===== config.mk =====
export PLATFORM = sky130hd
export DESIGN_NAME = mux_scan_ctrl
export DESIGN_NICKNAME = d
export VERILOG_FILES = /design/src/rtl/mux_pkg.sv /design/src/rtl/mux_scan_ctrl_settle_timer.sv /design/src/rtl/mux_scan_ctrl.sv
export SDC_FILE = /design/constraint.sdc
export NUM_CORES = 1
export LEC_CHECK = 0
export ABC_CLOCK_PERIOD_IN_PS = 2000
export CAP_MARGIN = 40
export CORE_MARGIN = 2
export CORE_UTILIZATION = 35
export CTS_CLUSTER_DIAMETER = 40
export DETAILED_ROUTE_END_ITERATION = 12
export MAX_ROUTING_LAYER = met4
export SYNTH_ARGS = -nofsm -noshare
export SYNTH_HDL_FRONTEND = slang
export SYNTH_SLANG_ARGS = --single-unit

===== constraint.sdc =====
create_clock -name clk -period 2 [get_ports clk]
set_input_delay 0.2 -clock clk [delete_from_list [all_inputs] [get_ports clk]]
set_output_delay 0.2 -clock clk [all_outputs]
set_load 0.01 [all_outputs]

===== src/rtl/mux_pkg.sv =====
// Shared types and sizes for the mux scan controller.
// Holds the FSM state enum, mux width and select width.
package mux_pkg;

  localparam int MUX_WIDTH = 16;
  localparam int SEL_W     = 4;
  localparam int WCNT_W    = 4;

  localparam logic [SEL_W-1:0] SEL_LAST = SEL_W'(MUX_WIDTH - 1);

  typedef enum logic [1:0] {
    IDLE,
    SCAN,
    DONE
  } state_t;

endpackage


===== src/rtl/mux_scan_ctrl_settle_timer.sv =====
// settle_timer: loadable down-counter with a zero flag.
// Ports: clk, rst_n (sync, active-low), load, load_val, dec, zero.
module settle_timer
  import mux_pkg::*;
#(
  parameter int W = WCNT_W
) (
  input  logic         clk,
  input  logic         rst_n,
  input  logic         load,
  input  logic [W-1:0] load_val,
  input  logic         dec,
  output logic         zero
);

  logic [W-1:0] count;

  always_ff @(posedge clk) begin
    if (!rst_n) begin
      count <= '0;
    end else if (load) begin
      count <= load_val;
    end else if (dec && (count != '0)) begin
      count <= count - 1'b1;
    end
  end

  assign zero = (count == '0);

endmodule


===== src/rtl/mux_scan_ctrl.sv =====
// mux_scan_ctrl: walks sel 0..15 over a 16:1 mux, settles, samples bit_in
// into a 16-bit word and hands it out with a valid/ready handshake.
// Ports: clk, rst_n (sync, active-low), start, sel[3:0], bit_in,
//   data[15:0], data_valid, data_ready, busy.
// Param SETTLE_CYCLES (0..15): wait cycles after each sel change.
// Macro MUX_SCAN_CONT_EN: continuous mode, rescan after each handshake.
module mux_scan_ctrl
  import mux_pkg::*;
#(
  parameter int SETTLE_CYCLES = 1
) (
  input  logic                 clk,
  input  logic                 rst_n,
  input  logic                 start,
  output logic [SEL_W-1:0]     sel,
  input  logic                 bit_in,
  output logic [MUX_WIDTH-1:0] data,
  output logic                 data_valid,
  input  logic                 data_ready,
  output logic                 busy
);

  localparam logic [WCNT_W-1:0] SETTLE = WCNT_W'(SETTLE_CYCLES);

  state_t               state;
  logic [MUX_WIDTH-1:0] shadow;
  logic                 t_load;
  logic                 t_dec;
  logic                 t_zero;
  logic                 accept;

  assign accept = data_valid && data_ready;

  // Timer control: reload on every new sel, count down while settling.
  always_comb begin
    t_load = 1'b0;
    t_dec  = 1'b0;
    unique case (state)
      IDLE: t_load = start;
      SCAN: begin
        if (!t_zero) begin
          t_dec = 1'b1;
        end else if (sel != SEL_LAST) begin
          t_load = 1'b1;
        end
      end
      DONE: begin
`ifdef MUX_SCAN_CONT_EN
        t_load = accept;
`endif
      end
      default: ;
    endcase
  end

  settle_timer #(
    .W(WCNT_W)
  ) u_timer (
    .clk     (clk),
    .rst_n   (rst_n),
    .load    (t_load),
    .load_val(SETTLE),
    .dec     (t_dec),
    .zero    (t_zero)
  );

  always_ff @(posedge clk) begin
    if (!rst_n) begin
      state      <= IDLE;
      sel        <= '0;
      shadow     <= '0;
      data       <= '0;
      data_valid <= 1'b0;
      busy       <= 1'b0;
    end else begin
      unique case (state)
        IDLE: begin
          if (start) begin
            state <= SCAN;
            sel   <= '0;
            busy  <= 1'b1;
          end
        end
        SCAN: begin
          if (t_zero) begin
            shadow[sel] <= bit_in;
            if (sel == SEL_LAST) begin
              // bit 15 goes straight into data with the shadowed bits
              data       <= {bit_in, shadow[MUX_WIDTH-2:0]};
              data_valid <= 1'b1;
              state      <= DONE;
            end else begin
              sel <= sel + 1'b1;
            end
          end
        end
        DONE: begin
          if (accept) begin
            data_valid <= 1'b0;
            sel        <= '0;
`ifdef MUX_SCAN_CONT_EN
            state      <= SCAN;
`else
            state      <= IDLE;
            busy       <= 1'b0;
`endif
          end
        end
        default: begin
          state <= IDLE;
          busy  <= 1'b0;
        end
      endcase
    end
  end

endmodule

Word level (Yosys, flattened, before mapping)
Index checks and enable logic that the tools add are counted.
{ "word_totals": {"mem_count": 0, "regBits": 44, "ramBits": 0, "romBits": 0, "latchBits": 0} }
{ "classes": {"n_reduce_logical": 16, "add_sub_neg": 2, "div": 0, "bitwise": 2, "n_eq_ne": 9, "magnitude_cmp": 2, "n_mux": 26, "n_shift": 0, "multipliers": 0} }
{ "ops": {"columns": ["cell", "count"], "rows": [
  ["$bwmux W16", 1],
  ["$mux W4", 4],
  ["$pmux W4 S3", 1],
  ["$mux W1", 11],
  ["$ne A2 B2 Y1 const B", 5],
  ["$mux W2", 4],
  ["$reduce_and A4 Y1", 2],
  ["$pmux W2 S3", 1],
  ["$reduce_and A3 Y1", 2],
  ["$lt A4 B5 Y1 const B", 1],
  ["$reduce_and A5 Y1", 1],
  ["$add A4 B1 Y4 const B", 1],
  ["$demux W1 S4", 1],
  ["$eq A4 B4 Y1 const B", 1],
  ["$ge A4 B1 Y1 const B", 1],
  ["$logic_not A4 Y1", 1],
  ["$ne A4 B4 Y1 const B", 1],
  ["$pmux W1 S2", 2],
  ["$reduce_bool A2 Y1", 2],
  ["$reduce_bool A4 Y1", 1],
  ["$sub A4 B1 Y4 const B", 1],
  ["$logic_and A1 B1 Y1", 3],
  ["$pmux W1 S3", 1],
  ["$reduce_bool A3 Y1", 1],
  ["other kinds (6)", 7]
]} }

Longest topological paths before layout
Gate-level depths: netlist (run 1).
{ "depth": {"word_depth": 6, "mapped_depth": 8} }

Modules after synthesis
From an unflattened synthesis (run 1), not the netlist that was laid out.
{ "hier_totals": {"cells_unflattened": 212, "hier_area_um2": 1980.6} }
{ "modules_own_cells": {"columns": ["mod", "area_each_um2", "n_inst", "seq_area_each_um2", "cells_per_inst"], "rows": [
  ["mux_scan_ctrl", 1724.2, 1, 780.7, 181],
  ["settle_timer", 256.5, 1, 80.1, 31]
]} }

Worst setup path before layout (run 1)
OpenSTA, ideal clock, no wires.
{ "synth_timing": {"path_type": "register to register", "startpoint": "register u_timer.count[0]", "endpoint": "register shadow[11]", "arrival_time_ns": 1.483, "t_required_ns": 1.871, "setup_ns": 0.129, "slack_ns": 0.388, "period_less_slack_ns": 1.612, "stages_incl_launch_ff": 9, "path_cell_list": "dfxtp_1 > inv_1 > ha_1 > nor3b_4 > and2_4 > buf_8 > buf_12 > nand3_1 > mux2i_1"} }
{ "synth_via": {"elab_chain_cells": 2} }
{ "synth_lines": {"columns": ["element", "line_no", "text"], "rows": [
  ["start, declared", "mux_scan_ctrl_settle_timer.sv:16", "logic [W-1:0] count;"],
  ["start signal, assigned", "mux_scan_ctrl_settle_timer.sv:22", "count <= load_val;"],
  ["start signal, assigned", "mux_scan_ctrl_settle_timer.sv:24", "count <= count - 1'b1;"],
  ["$logic_not A4 Y1", "mux_scan_ctrl_settle_timer.sv:28", "assign zero = (count == '0);"],
  ["$reduce_and A2 Y1 (no line)", null, null],
  ["end signal, assigned by index", "mux_scan_ctrl.sv:86", "shadow[sel] <= bit_in;"],
  ["end, declared", "mux_scan_ctrl.sv:26", "logic [MUX_WIDTH-1:0] shadow;"]
]} }
Every way passes these cells.
A chain may end at the register's enable or synchronous reset.

Worst setup path in the final report (run 1)
{ "layout_timing": {"startpoint": "register u_timer.count[0]", "endpoint": "register data[6]"} }
{ "layout_via": {"elab_chain_cells": 2} }
{ "layout_lines": {"columns": ["element", "line_no", "text"], "rows": [
  ["$logic_not A4 Y1", "mux_scan_ctrl_settle_timer.sv:28", null],
  ["$reduce_and A3 Y1 (no line)", null, null],
  ["end signal, assigned", "mux_scan_ctrl.sv:89", "data <= {bit_in, shadow[MUX_WIDTH-2:0]};"],
  ["end, declared", "mux_scan_ctrl.sv:17", "output logic [MUX_WIDTH-1:0] data,"]
]} }
Every way passes these cells.

==> flow_metrics.env, run 1 <==
export IMPL_outcome="finished, final reports clean"
export IMPL_reg2reg_depth=6
export IMPL_final_setup_worst_slack_ns=0.227
export IMPL_cts_reportedPaths_clkPinSlew_ns=0.08
export IMPL_powerDensity_nw_per_um2=759
export IMPL_dp_final_hpwl_um=2530
export IMPL_dpl_cell_count=309
export IMPL_route_detailed_vias_per_inst=4.81
export IMPL_post_place_setup_slack_ns=0.241
export IMPL_placement_rows=27
export IMPL_maximum_capacitance_violations=0
export IMPL_number_of_cells_in_the_finished_layout_apart_from_fillers=317
export IMPL_critical_path_startpoint="u_timer.count[0]"
export IMPL_residual_drc_count=0
export IMPL_final_antenna_net_count=0
export IMPL_rsz_0062_raised_after_global_routing="false"
export IMPL_synthCells=221
export IMPL_grt_max_degree=28
export IMPL_chipWidth_um=78.9
export IMPL_critical_path_class="reg -> reg"
export IMPL_diodes=0
export IMPL_crit_fanout=17
export IMPL_finalClockSkew_ns=0.00406
export IMPL_global_route_usage_over_all_layers=0.136
export IMPL_port_buffers=26
export IMPL_finalNetCount=254
export IMPL_post_drt_wl_per_cell_um=11.8
export IMPL_maxClockFrequency_mhz=564
export IMPL_period_share=0.887
export IMPL_area_growth_pct=20.6
export IMPL_r2r_end="data[6]"
export IMPL_tightest_slew_ns=0.647
export IMPL_p_leak_uw=0.000913
export IMPL_layout_drive_gt1_share=0.0776
export IMPL_final_common_cell="nand2_1"
export IMPL_fp_coreArea_um2=5470
export IMPL_worstSetupEndpoint="data[6]"
export IMPL_gp_routability_congestion=0.765
export IMPL_initial_core_util=0.358
export IMPL_clockRootBuffer="clkbuf_8"
export IMPL_final_setup_viols=0
export IMPL_synth_net_count=231
export IMPL_kind_of_capture_point_of_the_worst_setup_path="register"
export IMPL_drt_total_wl_um=3740
export IMPL_clk_path_buf_depth=2
export IMPL_vias=1525
export IMPL_cts_setup_buffers=0
export IMPL_min_period_ns=1.77
export IMPL_grt_ovfl_total=0
export IMPL_grt_antenna_before_repair=0
export IMPL_critical_path_startpoint_type="register"
export IMPL_yosys_register_bits=43
export IMPL_final_max_slew_viol_count=0
export IMPL_timing_rr_start="u_timer.count[0]"
export IMPL_drtPass1Iterations=4
export IMPL_h_tree_depth=2
export IMPL_vdd_ir_drop_worst_mv=0.301
export IMPL_die_height_um=78.9
export IMPL_mostFrequentLayoutCells="nand2_1, dfxtp_1, clkdlybuf4s50_1, mux2i_1, nand3_1"
export IMPL_yosysWarningCount=0
export IMPL_cts_hold_buffers_added=0
export IMPL_cts_inserted_buffers=5
export IMPL_synth_avg_cell_area_um2=8.88
export IMPL_syn_area_um2=1960
export IMPL_floorplan_io_pins=27
export IMPL_fin_tns_setup_ns=0
export IMPL_slew_headroom=0.563
export IMPL_grt_pass1_vias=1407
export IMPL_ys_seq_area_frac=0.439
export IMPL_post_cts_resized_instances=0
export IMPL_wire_length_of_the_first_global_routing_pass_um=6460
export IMPL_number_of_drc_markers_after_the_initial_detailed_route_iteration=71
export IMPL_cts_sink_count=43
export IMPL_overall_die_area_um2=6220
export IMPL_timing_reg2reg_setup_slack_ns=0.23
export IMPL_worstPathRequired_ns=2.23
export IMPL_yosysUniqueCellTypes=40
export IMPL_post_layout_total_power_uw=1800
export IMPL_finalHoldViolCount=0
export IMPL_worst_ep_arrival_time_ns=2.00
export IMPL_clock_latency_ns=0.30
export IMPL_cts_tree="built"
export IMPL_worstHoldPathType="reg -> reg"
[worst min-delay path by stage]
stage	from	endpoint	slack [ns]	depth (start not counted)
final	shadow[12]	data[12]	0.45	2
after global routing	data[9]	data[9]	0.47	2
after global placement	shadow[11]	data[11]	0.44	2
after floorplan	bit_in	data[15]	0.34	2
after CTS	shadow[9]	data[9]	0.46	2
after detailed placement	shadow[9]	data[9]	0.45	2
[sequential cells by signal (all words and copies together), names as in the netlist]
register,flops
u_timer.count,4
busy,1
shadow,15
sel,4
data_valid,1
state,2
data,16
[through the flow]
step                area, µm²  utilization  hold slack, ns
global placement         2230        0.408           0.442
finish                   2370        0.432           0.453
global route             2370        0.432           0.471
floorplan                1960            -           0.345
detailed placement       2230        0.408           0.447
CTS                      2370        0.432           0.459
[cell usage after synthesis, drive strengths merged]
library cell  number  area (µm²)
mux2i             17         170
ha                 5        62.6
a21boi            17         128
nand4              3        18.8
nand3b             1        7.51
o21ai              2        10.0
nor2b              2        15.0
o31ai              1        7.51
o22ai              2        12.5
nor2               7        26.3
nor3b              1        18.8
buf                8        82.6
and2b              2        15.0
clkbuf             6        23.8
dfxtp             43         861
and2               2        15.0
nand2             57         214
o221a              1        11.3
o311ai             1        8.76
and3               3        20.0
nor4               1        6.26
a21oi              3        15.0
a211oi             1        7.51
nand4b             3        26.3
inv                6        22.5
nand3             17        90.1
o221ai             2        17.5
nand2b             3        18.8
a31oi              2        12.5
dlygate4sd1        2        17.5
[cells by family after synthesis]
kind of cell / share of synthesized area
buffers and inverters: 0.0746
multiplexers: 0.0867
AND/OR/NAND/NOR: 0.251
AO/OA/AOI/OAI: 0.117
adder cells (fa/ha/maj): 0.0319
flip-flops: 0.439
[critical path, cell delays in order (launching register included)]
cell	delay [ns]
dfxtp_1	0.33
inv_1	0.09
ha_1	0.22
nor3b_4	0.36
and3_2	0.47
nand2_1	0.09
a21boi_0	0.14
[metal layers]
layer | part of all wire | wire [µm] | track usage | vias up
li1 | - | - | - | 793
met1 | 0.51 | 1920 | 0.176 | 704
met2 | 0.43 | 1620 | 0.197 | 22
met3 | 0.036 | 136 | 0.0386 | 6
met4 | 0.018 | 66 | 0.0586 | 0
met5 | 0 | 0 | - | -
[area by class of cell]
type / instances / area (µm²)
repair buffers: 32 / 305
clock inverters: 2 / 60.1
multi-input cells: 156 / 955
clock buffers: 6 / 72.6
inverters: 6 / 22.5
fillers: 568 / 3110
flip-flops and latches: 43 / 861
well taps: 72 / 90.1
[power breakdown]
group / switching, µW / internal, µW / total, µW
Sequential: 11.5 / 866 / 877
Clock: 298 / 499 / 797
Combinational: 70.4 / 52.4 / 123
Total: 380 / 1420 / 1800
(Power assumes the default switching activity.)
==> run 2, diff against run 1 <==
--- a/config.mk
+++ b/config.mk
@@ -9,6 +9,7 @@
 export CAP_MARGIN = 40
 export CORE_MARGIN = 2
 export CORE_UTILIZATION = 35
+export CTS_BUF_LIST = sky130_fd_sc_hd__clkbuf_2
 export CTS_CLUSTER_DIAMETER = 40
 export DETAILED_ROUTE_END_ITERATION = 12
 export MAX_ROUTING_LAYER = met4
==> run 2 against run 1 <==
  * Flip-flop and latch count unchanged
  * Critical path depth decreased by 5
  * Cell count unchanged
  * Count of clock-buffer cells in the layout unchanged
  * Fmax decreased by 1.6%
  * Critical path type is now reg -> out
  * Highest routed layer unchanged
==> flow_metrics.env, run 2 (same netlist as run 1, synthesis figures left out) <==
export IMPL_grt_antenna_before_repair=0
export IMPL_r2r_end="data[6]"
export IMPL_timing_reg2reg_setup_slack_ns=0.21
export IMPL_crit_fanout=11
export IMPL_hold_path_end="data[15]"
export IMPL_fin_tns_setup_ns=0
export IMPL_clockRootBuffer="clkbuf_2"
export IMPL_final_common_cell="nand2_1"
export IMPL_max_stage_delay_ns=0.62
export IMPL_tightest_slew_ns=0.650
export IMPL_port_buffers=26
export IMPL_residual_drc_count=0
export IMPL_grt_ovfl_total=0
export IMPL_layout_drive_gt1_share=0.0816
export IMPL_period_share=0.901
export IMPL_global_route_usage_over_all_layers=0.133
export IMPL_finalHoldViolCount=0
export IMPL_timing_critical_path_buf_inv=1
export IMPL_final_setup_viols=0
export IMPL_cts_setup_buffers=0
export IMPL_cts_hold_buffers_added=0
export IMPL_vdd_ir_drop_worst_mv=0.254
export IMPL_floorplan_io_pins=27
export IMPL_maximum_capacitance_violations=0
export IMPL_chipWidth_um=78.9
export IMPL_route_detailed_vias_per_inst=4.82
export IMPL_cts_inserted_buffers=5
export IMPL_powerDensity_nw_per_um2=699
export IMPL_grt_pass1_vias=1411
export IMPL_timing_critical_path_cells="clkdlybuf4s50_1"
export IMPL_post_route_util=0.425
export IMPL_cts_tree="built"
export IMPL_outcome="finished, final reports clean"
export IMPL_reg2reg_depth=6
export IMPL_largest_register_ffs=16
export IMPL_worstHoldPathCells=3
export IMPL_clk_path_buf_depth=2
export IMPL_gp_routability_congestion=0.765
export IMPL_largestRegisters="data (16), shadow (15)"
export IMPL_area_growth_pct=18.4
export IMPL_rsz_0062_raised_after_global_routing="false"
export IMPL_vias=1527
export IMPL_worstHoldPathType="in -> reg"
export IMPL_finalClockSkew_ns=0.00441
export IMPL_final_setup_worst_slack_ns=0.197
export IMPL_critical_path_class="reg -> out"
export IMPL_number_of_drc_markers_after_the_initial_detailed_route_iteration=56
export IMPL_cp_delay_by_family_top="buffers and inverters"
export IMPL_hold_start="bit_in"
export IMPL_p_leak_uw=0.000901
export IMPL_mostFrequentLayoutCells="nand2_1, dfxtp_1, clkdlybuf4s50_1, mux2i_1, nand3_1"
export IMPL_grt_max_degree=28
export IMPL_overall_die_area_um2=6220
export IMPL_critical_path_startpoint_type="register"
export IMPL_worst_ep_arrival_time_ns=1.60
export IMPL_fp_coreArea_um2=5470
export IMPL_worstPathRequired_ns=1.80
export IMPL_post_place_setup_slack_ns=0.241
export IMPL_wire_length_of_the_first_global_routing_pass_um=6400
export IMPL_timing_rr_start="u_timer.count[0]"
export IMPL_crit_slowest_cell="clkdlybuf4s50_1"
export IMPL_post_drt_wl_per_cell_um=11.6
export IMPL_largest_register="data"
export IMPL_cts_sink_count=43
export IMPL_post_cts_resized_instances=0
export IMPL_finalNetCount=254
export IMPL_drtPass1Iterations=4
export IMPL_final_max_slew_viol_count=0
export IMPL_dp_final_hpwl_um=2530
export IMPL_min_period_ns=1.80
export IMPL_maxClockFrequency_mhz=555
export IMPL_final_antenna_net_count=0
export IMPL_initial_core_util=0.358
export IMPL_drt_total_wl_um=3690
export IMPL_clock_latency_ns=0.40
export IMPL_h_tree_depth=2
export IMPL_cts_reportedPaths_clkPinSlew_ns=0.20
export IMPL_kind_of_capture_point_of_the_worst_setup_path="primary output"
export IMPL_slew_headroom=0.561
export IMPL_placement_rows=27
export IMPL_diodes=0
export IMPL_die_height_um=78.9
[run 2: cell types whose count changed in the layout (fill, tap and decap cells not counted)]
cell / before / now
clkbuf_1: 1 / 0
clkbuf_2: 0 / 6
clkbuf_8: 5 / 0
[run 2: how the worst max path moves through the flow]
stage	startpoint	end	slack [ns]	cells after the start
global placement	u_timer.count[0]	data[7]	0.26	6
global route	u_timer.count[0]	data[7]	0.004	6
finish	sel[3]	sel[3]	0.20	1
detailed placement	u_timer.count[0]	data[1]	0.24	6
floorplan	u_timer.count[0]	shadow[11]	0.39	8
CTS	sel[3]	sel[3]	0.19	1
[run 2: metal layers]
| metal | vias to the layer above | share of wire | GRT usage |
|---|---|---|---|
| met5 | - | 0 | - |
| met1 | 697 | 0.50 | 0.174 |
| met2 | 26 | 0.44 | 0.195 |
| li1 | 797 | - | - |
| met4 | 0 | 0.020 | 0.0690 |
| met3 | 7 | 0.034 | 0.0284 |
[run 2: where the power goes]
part | switching [µW] | internal (µW)
registers | 11.4 | 869
clock network | 279 | 342
logic | 70.2 | 52.4
total | 361 | 1260
[run 2: final cells by class]
| class | instances | area [µm²] |
|---|---|---|
| fillers | 578 | 3150 |
| multi-input cells | 156 | 955 |
| flip-flops and latches | 43 | 861 |
| repair buffers | 32 | 305 |
| well taps | 72 | 90.1 |
| clock inverters | 2 | 60.1 |
| clock buffers | 6 | 30.0 |
| inverters | 6 | 22.5 |
[run 2: stage by stage]
stage               cells  hold slack (ns)  cell area [µm²]  total power, µW
finish                317            0.371             2320             1620
detailed placement    309            0.447             2230             1020
CTS                   317            0.369             2320             1650
floorplan             221            0.345             1960              997
global placement      309            0.442             2230             1020
global route          317            0.352             2320             1700
